===== config.mk =====
export PLATFORM = sky130hd
export DESIGN_NAME = fetch_unit
export DESIGN_NICKNAME = d
export VERILOG_FILES = /design/src/rtl/rv32_pkg.sv /design/src/rtl/fetch_queue.sv /design/src/rtl/fetch_unit.sv
export SDC_FILE = /design/constraint.sdc
export NUM_CORES = 1
export LEC_CHECK = 0
export ABC_AREA = 1
export ABC_CLOCK_PERIOD_IN_PS = 4300
export BUFFER_PORTS_ARGS = -buffer_cell sky130_fd_sc_hd__clkbuf_2
export CELL_PAD_IN_SITES_DETAIL_PLACEMENT = 1
export CELL_PAD_IN_SITES_GLOBAL_PLACEMENT = 2
export CORE_ASPECT_RATIO = 2
export CORE_MARGIN = 3
export CORE_UTILIZATION = 34
export DETAILED_ROUTE_END_ITERATION = 16
export PLACE_DENSITY = 0.88
export REMOVE_ABC_BUFFERS = 1
export SKIP_CTS_REPAIR_TIMING = 1
export SLEW_MARGIN = 20
export SYNTH_ARGS = -nofsm -noshare
export SYNTH_HDL_FRONTEND = slang
export SYNTH_SLANG_ARGS = --single-unit

===== constraint.sdc =====
create_clock -name clk -period 4.3 [get_ports clk]
set_input_delay 1.29 -clock clk [delete_from_list [all_inputs] [get_ports clk]]
set_output_delay 1.29 -clock clk [all_outputs]
set_load 0.02 [all_outputs]

===== src/rtl/rv32_pkg.sv =====
// rv32_pkg: definitions shared by the RV32IM core front end.
//   XLEN / ILEN      : data and instruction widths
//   DEFAULT_RESET_PC : PC loaded by reset unless a block overrides it
//   fetch_state_e    : outstanding-request tracker used by fetch_unit
//   word_addr()      : rebuilds a word-aligned byte address from a word index
package rv32_pkg;

  localparam int XLEN = 32;
  localparam int ILEN = 32;

  localparam logic [XLEN-1:0] DEFAULT_RESET_PC = 32'h0000_0000;

  // IDLE: nothing outstanding; BUSY: one live request; DROP: one stale request
  typedef enum logic [1:0] {
    IDLE = 2'd0,
    BUSY = 2'd1,
    DROP = 2'd2
  } fetch_state_e;

  function automatic logic [XLEN-1:0] word_addr(input logic [XLEN-3:0] word_index);
    return {word_index, 2'b00};
  endfunction

endpackage


===== src/rtl/fetch_queue.sv =====
// fetch_queue: 2-entry synchronous FIFO of {pc, instr} between fetch and decode.
//   clk, rst             : clock, synchronous active-high reset (clears storage)
//   push, push_pc/instr  : write one entry
//   pop                  : consume the head (ignored when empty)
//   flush                : empty the queue; wins over push and pop
//   occ                  : current occupancy (0..2)
//   head_valid/pc/instr  : registered head entry presented to decode
module fetch_queue
  import rv32_pkg::*;
(
  input  logic            clk,
  input  logic            rst,
  input  logic            push,
  input  logic [XLEN-1:0] push_pc,
  input  logic [ILEN-1:0] push_instr,
  input  logic            pop,
  input  logic            flush,
  output logic [1:0]      occ,
  output logic            head_valid,
  output logic [XLEN-1:0] head_pc,
  output logic [ILEN-1:0] head_instr
);

  logic [XLEN-1:0] pc_mem_r    [2];
  logic [ILEN-1:0] instr_mem_r [2];
  logic            rd_ptr_r;
  logic            wr_ptr_r;
  logic [1:0]      occ_r;
  logic            do_push_s;
  logic            do_pop_s;

  // Qualify push/pop: a full queue only takes a push when the head leaves too
  always_comb begin
    do_pop_s  = pop && (occ_r != 2'd0);
    do_push_s = push && ((occ_r != 2'd2) || do_pop_s);
  end

  // Storage, pointers and occupancy
  always_ff @(posedge clk) begin
    if (rst) begin
      pc_mem_r[0]    <= {XLEN{1'b0}};
      pc_mem_r[1]    <= {XLEN{1'b0}};
      instr_mem_r[0] <= {ILEN{1'b0}};
      instr_mem_r[1] <= {ILEN{1'b0}};
      rd_ptr_r       <= 1'b0;
      wr_ptr_r       <= 1'b0;
      occ_r          <= 2'd0;
    end else if (flush) begin
      rd_ptr_r <= 1'b0;
      wr_ptr_r <= 1'b0;
      occ_r    <= 2'd0;
    end else begin
      if (do_push_s) begin
        pc_mem_r[wr_ptr_r]    <= push_pc;
        instr_mem_r[wr_ptr_r] <= push_instr;
        wr_ptr_r              <= ~wr_ptr_r;
      end
      if (do_pop_s) begin
        rd_ptr_r <= ~rd_ptr_r;
      end
      occ_r <= occ_r + {1'b0, do_push_s} - {1'b0, do_pop_s};
    end
  end

  assign occ        = occ_r;
  assign head_valid = (occ_r != 2'd0);
  assign head_pc    = pc_mem_r[rd_ptr_r];
  assign head_instr = instr_mem_r[rd_ptr_r];

endmodule


===== src/rtl/fetch_unit.sv =====
// fetch_unit: instruction fetch stage of the RV32IM core.
// Holds the PC, issues one word request at a time to instruction memory and
// buffers responses in a 2-entry queue for decode. A redirect from execute
// reloads the PC, flushes the queue and marks any in-flight request stale.
//   clk, rst                      : clock, synchronous active-high reset
//   redirect_valid, redirect_pc   : taken branch/jump target from execute
//   imem_req_valid/ready/addr     : request handshake (addr == pc)
//   imem_rsp_valid/data           : in-order response, no backpressure
//   if_valid, if_pc, if_instr     : queue head to decode
//   id_ready                      : decode consumes the head
module fetch_unit
  import rv32_pkg::*;
#(
  parameter logic [31:0] RESET_PC = DEFAULT_RESET_PC
) (
  input  logic        clk,
  input  logic        rst,
  input  logic        redirect_valid,
  input  logic [31:0] redirect_pc,
  output logic        imem_req_valid,
  input  logic        imem_req_ready,
  output logic [31:0] imem_req_addr,
  input  logic        imem_rsp_valid,
  input  logic [31:0] imem_rsp_data,
  output logic        if_valid,
  output logic [31:0] if_pc,
  output logic [31:0] if_instr,
  input  logic        id_ready
);

  fetch_state_e    state_r;
  fetch_state_e    state_s;
  logic [XLEN-1:0] pc_r;
  logic [XLEN-1:0] req_pc_r;
  logic [1:0]      occ_s;
  logic            pop_s;
  logic            push_s;
  logic            accept_s;
  logic            outstanding_s;
  logic            issue_ok_s;
  logic            room_s;
  logic [1:0]      unused_redirect_lsb_s;

  // Redirect targets are word aligned; the low bits carry no information
  assign unused_redirect_lsb_s = redirect_pc[1:0];

  // Request / push / pop decisions for this cycle
  always_comb begin
    pop_s         = if_valid && id_ready;
    outstanding_s = (state_r == BUSY);
    // A new request may only go out once the slot for its response is
    // guaranteed: queued entries plus the live response still to land,
    // minus what decode drains this cycle, must leave one place free.
    room_s        = ({1'b0, occ_s} + {2'b00, outstanding_s}) < (3'd2 + {2'b00, pop_s});
    // With one request in flight, the next may overlap only its response cycle
    issue_ok_s    = (state_r == IDLE) || imem_rsp_valid;
    imem_req_valid = !rst && !redirect_valid && issue_ok_s && room_s;
    accept_s      = imem_req_valid && imem_req_ready;
    // Stale (DROP) responses and responses racing a redirect are discarded
    push_s        = (state_r == BUSY) && imem_rsp_valid && !redirect_valid;
  end

  // Next-state logic for the outstanding-request tracker
  always_comb begin
    state_s = state_r;
    if (redirect_valid) begin
      case (state_r)
        IDLE:    state_s = IDLE;
        BUSY:    state_s = imem_rsp_valid ? IDLE : DROP;
        DROP:    state_s = imem_rsp_valid ? IDLE : DROP;
        default: state_s = IDLE;
      endcase
    end else if (accept_s) begin
      state_s = BUSY;
    end else if (imem_rsp_valid) begin
      state_s = IDLE;
    end else begin
      state_s = state_r;
    end
  end

  // State register
  always_ff @(posedge clk) begin
    if (rst) begin
      state_r <= IDLE;
    end else begin
      state_r <= state_s;
    end
  end

  // PC and the PC of the live request; redirect beats an accept
  always_ff @(posedge clk) begin
    if (rst) begin
      pc_r     <= RESET_PC;
      req_pc_r <= {XLEN{1'b0}};
    end else if (redirect_valid) begin
      pc_r <= word_addr(redirect_pc[XLEN-1:2]);
    end else if (accept_s) begin
      req_pc_r <= pc_r;
      pc_r     <= pc_r + 32'd4;
    end
  end

  assign imem_req_addr = pc_r;

  fetch_queue u_queue (
    .clk        (clk),
    .rst        (rst),
    .push       (push_s),
    .push_pc    (req_pc_r),
    .push_instr (imem_rsp_data),
    .pop        (pop_s),
    .flush      (redirect_valid),
    .occ        (occ_s),
    .head_valid (if_valid),
    .head_pc    (if_pc),
    .head_instr (if_instr)
  );

endmodule


==> flow_summary.yaml <==
run_status:
  run_status: "complete, no violations"
clock_network:
  cts_inserted_buffers: 17
  clk_lat_worst_skew_ns: 0.44
  number_of_clock_sinks: 191
  clock_tree.buffer_depth: 2
  clock_pin_slew_worst_setup_and_hold_paths_ns: 0.07
  cts_tree: "built"
  clockRootBuffer: "sky130_fd_sc_hd__clkbuf_16"
  htree_num_levels: 4
die:
  dieHeight_um: 236
  initial_core_util_pct: 34.7
  num_rows: 83
  area_of_the_die_um2: 28500
  die_x_um: 121
  boundaryPins: 168
  core_area_um2: 25900
sta:
  slew_viol_final: 0
  hold_viol: 0
  final_min_period_over_clock_period_pct: 78.2
  minimum_period_implied_by_the_final_worst_setup_slack_ns: 3.36
  grt_setup_unrepaired: "false"
  worst_slew_pin_slew_ns: 0.932
  clock.fmax_mhz: 297
  maxSlewHeadroom_pct: 37.9
  finalSetupViolCount: 0
  fin_skew_ns: 0.0146
setup_path:
  timing_worst_setup_path_type: "in2out"
  path_depth: 7
  setup.worst_path.start: "rst"
  crit_path_max_incr_delay_ns: 0.16
  endpoint_kind: "output port"
  timing.critical_path.buf_inv: 4
  endpoint: "imem_req_valid"
  critical_path.startpoint_type: "input pin"
  crit_fanout: 9
  r2r_start: "state_r[1]"
  cp_cell_sequence: "clkbuf_2, inv_4, nand2_4, nor2_4, nand2_1, inv_1, clkbuf_2"
  timing.critical_path.mode_cell: "sky130_fd_sc_hd__clkbuf_2"
  slowest_stage: "sky130_fd_sc_hd__clkbuf_2"
  worstPathArrival_ns: 2.07
  cp_delay_by_family_top: "buffers and inverters"
  worst-endpoint-required_ns: 3.01
  worst_r2r_path_depth: 13
  worst_r2r_endpoint: "imem_req_addr[15]"
  r2r_setup_slack_ns: 1.57
cells_and_area:
  final_layout_size_suffix_gt1_share_pct: 26.3
  fin_area_um2: 10600
  fin_cells: 1453
  final_net_count: 1176
  layout-area-overhead-vs-synth_pct: 18.6
routing:
  wl_per_cell_um: 16.8
  drtIter0Drc: 218
  wl_um: 24400
  detail_route.first_pass.iterations: 4
  drtAntennaViolNets: 0
  routed_via_density: 4.71
  drc_errors: 0
  routed-via-count: 6839
placement:
  io_buffer_count: 161
  hpwlAfterDp_um: 17300
  detailed_place.area_um2: 10000
  gp_congestion: 0.829
  dp_cell_count: 1420
synthesis:
  dominantRegCellSynth: "sky130_fd_sc_hd__edfxtp_1"
  synth_top_cell_by_area: "sky130_fd_sc_hd__edfxtp_1"
  synth-edff-count: 124
  netlist-cell-type-count: 36
  synth_top_cells_by_count: "192 x sky130_fd_sc_hd__nor2_1, 168 x sky130_fd_sc_hd__nand2_1, 124 x sky130_fd_sc_hd__edfxtp_1, 102 x sky130_fd_sc_hd__inv_1, 67 x sky130_fd_sc_hd__dfxtp_1"
  ys.warnings.count: 0
  synth_largest_type_area_fraction_pct: 41.5
  ys_ff_latch: 191
  post_synth_inst_count: 953
  yosysMostFrequentCell: "sky130_fd_sc_hd__nor2_1"
  synth.cell_area_um2: 8970
  netlist_top_cells_area: "sky130_fd_sc_hd__edfxtp_1 42%, sky130_fd_sc_hd__dfxtp_1 15%, sky130_fd_sc_hd__nor2_1 8.0%, sky130_fd_sc_hd__mux2_2 7.8%, sky130_fd_sc_hd__nand2_1 7.0%"
  ys_async_sr_fraction_pct: 0
  avgSynthCellArea_um2: 9.41
  seq_area_frac_synth_pct: 56.5
global_route:
  grt-busiest-layer: "met2"
  first_pass_grt_wire_length_um: 38600
  antenna_violations_before_repair: 0
  maximum_number_of_pins_on_one_net_before_global_route_repair: 63
  track_usage_pct: 17.7
  grtUsageMet3_pct: 2.52
  grtUsageMet1_pct: 17.9
  global_route.overflow_total: 0
  gr_layer_usage_met2_pct: 34.2
  first_global_vias: 7329
min_path:
  holdCritPathClass: "reg2reg"
run:
  max_cap_viol_count: 0
power_and_ir_drop:
  static-leakage-power_uw: 0.00446
  vdd.ir_drop.worst_uv: 243
  cellPowerDensity_nw_per_um2: 382
## layout by cell type (no fill, tap or decap), types with 2 or more instances in the layout
cell	instances
sky130_fd_sc_hd__buf_4	8
sky130_fd_sc_hd__bufinv_16	2
sky130_fd_sc_hd__inv_4	2
sky130_fd_sc_hd__nand2_1	165
sky130_fd_sc_hd__clkbuf_1	2
sky130_fd_sc_hd__nand2_2	7
sky130_fd_sc_hd__o21bai_1	4
sky130_fd_sc_hd__nand3_1	33
sky130_fd_sc_hd__inv_1	102
sky130_fd_sc_hd__nand2_4	4
sky130_fd_sc_hd__ha_1	7
sky130_fd_sc_hd__clkbuf_16	19
sky130_fd_sc_hd__clkinv_4	2
sky130_fd_sc_hd__o21ai_0	38
sky130_fd_sc_hd__mux2_2	62
sky130_fd_sc_hd__nor2_1	192
sky130_fd_sc_hd__nor2_2	5
sky130_fd_sc_hd__nor2_4	4
sky130_fd_sc_hd__dfxtp_1	66
sky130_fd_sc_hd__edfxtp_1	124
sky130_fd_sc_hd__clkbuf_2	161
sky130_fd_sc_hd__buf_12	2
sky130_fd_sc_hd__inv_6	2
sky130_fd_sc_hd__nand3b_1	7
sky130_fd_sc_hd__xor2_1	5
sky130_fd_sc_hd__a21oi_1	56
sky130_fd_sc_hd__inv_2	4
sky130_fd_sc_hd__xnor2_1	6
sky130_fd_sc_hd__conb_1	4
## registers in the layout, summed over array words and instances (netlist names), named ones only
| register | flops |
|---|---|
| state_r | 2 |
| u_queue.occ | 2 |
| u_queue.wr_ptr_r | 1 |
| u_queue.instr_mem_r | 64 |
| imem_req_addr | 30 |
| u_queue.rd_ptr_r | 1 |
| req_pc_r | 30 |
| u_queue.pc_mem_r | 60 |
## how the worst min path moves through the flow
stage	startpoint	to	slack, ns	depth (start not counted)
5_1_grt	u_queue.rd_ptr_r	register	0.48	1
6_report	u_queue.rd_ptr_r	register	0.47	1
4_1_cts	u_queue.rd_ptr_r	register	0.46	1
3_5_place_dp	u_queue.rd_ptr_r	register	0.45	1
3_3_place_gp	u_queue.rd_ptr_r	register	0.43	1
2_1_floorplan	u_queue.rd_ptr_r	register	0.43	1
## per-stage QoR
stage	total power (µW)	TNS (ns)	setup WS (ns)	hold slack (ns)	utilization, %
floorplan	2300	-26.39	-0.426	0.429	-
global placement	2450	0	0.908	0.433	38.8
detailed placement	2460	0	0.915	0.450	38.8
CTS	4120	0	0.911	0.462	41.1
global route	4230	0	0.838	0.479	41.1
finish	4070	0	0.937	0.468	41.2
## routing by layer
metal  vias to the layer above  wire length (µm)
met5                         -                 0
met4                         0               840
met3                        48               564
met2                       127             14000
met1                      3297              8990
li1                       3367                 -
## layout make-up
class	count	area, µm²
diodes	1	2.50
clock buffers	22	497
fillers	3020	15200
multi-input cells	610	3210
well taps	340	425
clock inverters	10	123
inverters	108	410
flip-flops and latches	191	5070
repair buffers	171	906
## where the power goes
group	total (µW)	switching, µW	leakage [µW]	internal (µW)
sequential	2070	51.9	0.00183	2020
combinational	342	225	0.00233	116
clock	1660	707	0.000301	949
## cell families (layout without fill, tap and decap cells)
| logic type | count (synthesis) | count (layout) | synth area share, % |
|---|---|---|---|
| compound gates | 104 | 104 | 6.08 |
| flops | 191 | 191 | 56.5 |
| other cells | 1 | 5 | 0.0418 |
| simple gates | 422 | 422 | 19.5 |
| mux | 62 | 62 | 7.78 |
| xor+xnor | 11 | 11 | 1.07 |
| buf+inv | 155 | 311 | 8.06 |
| fa+ha+maj | 7 | 7 | 0.976 |
(Power assumes the default switching activity.)
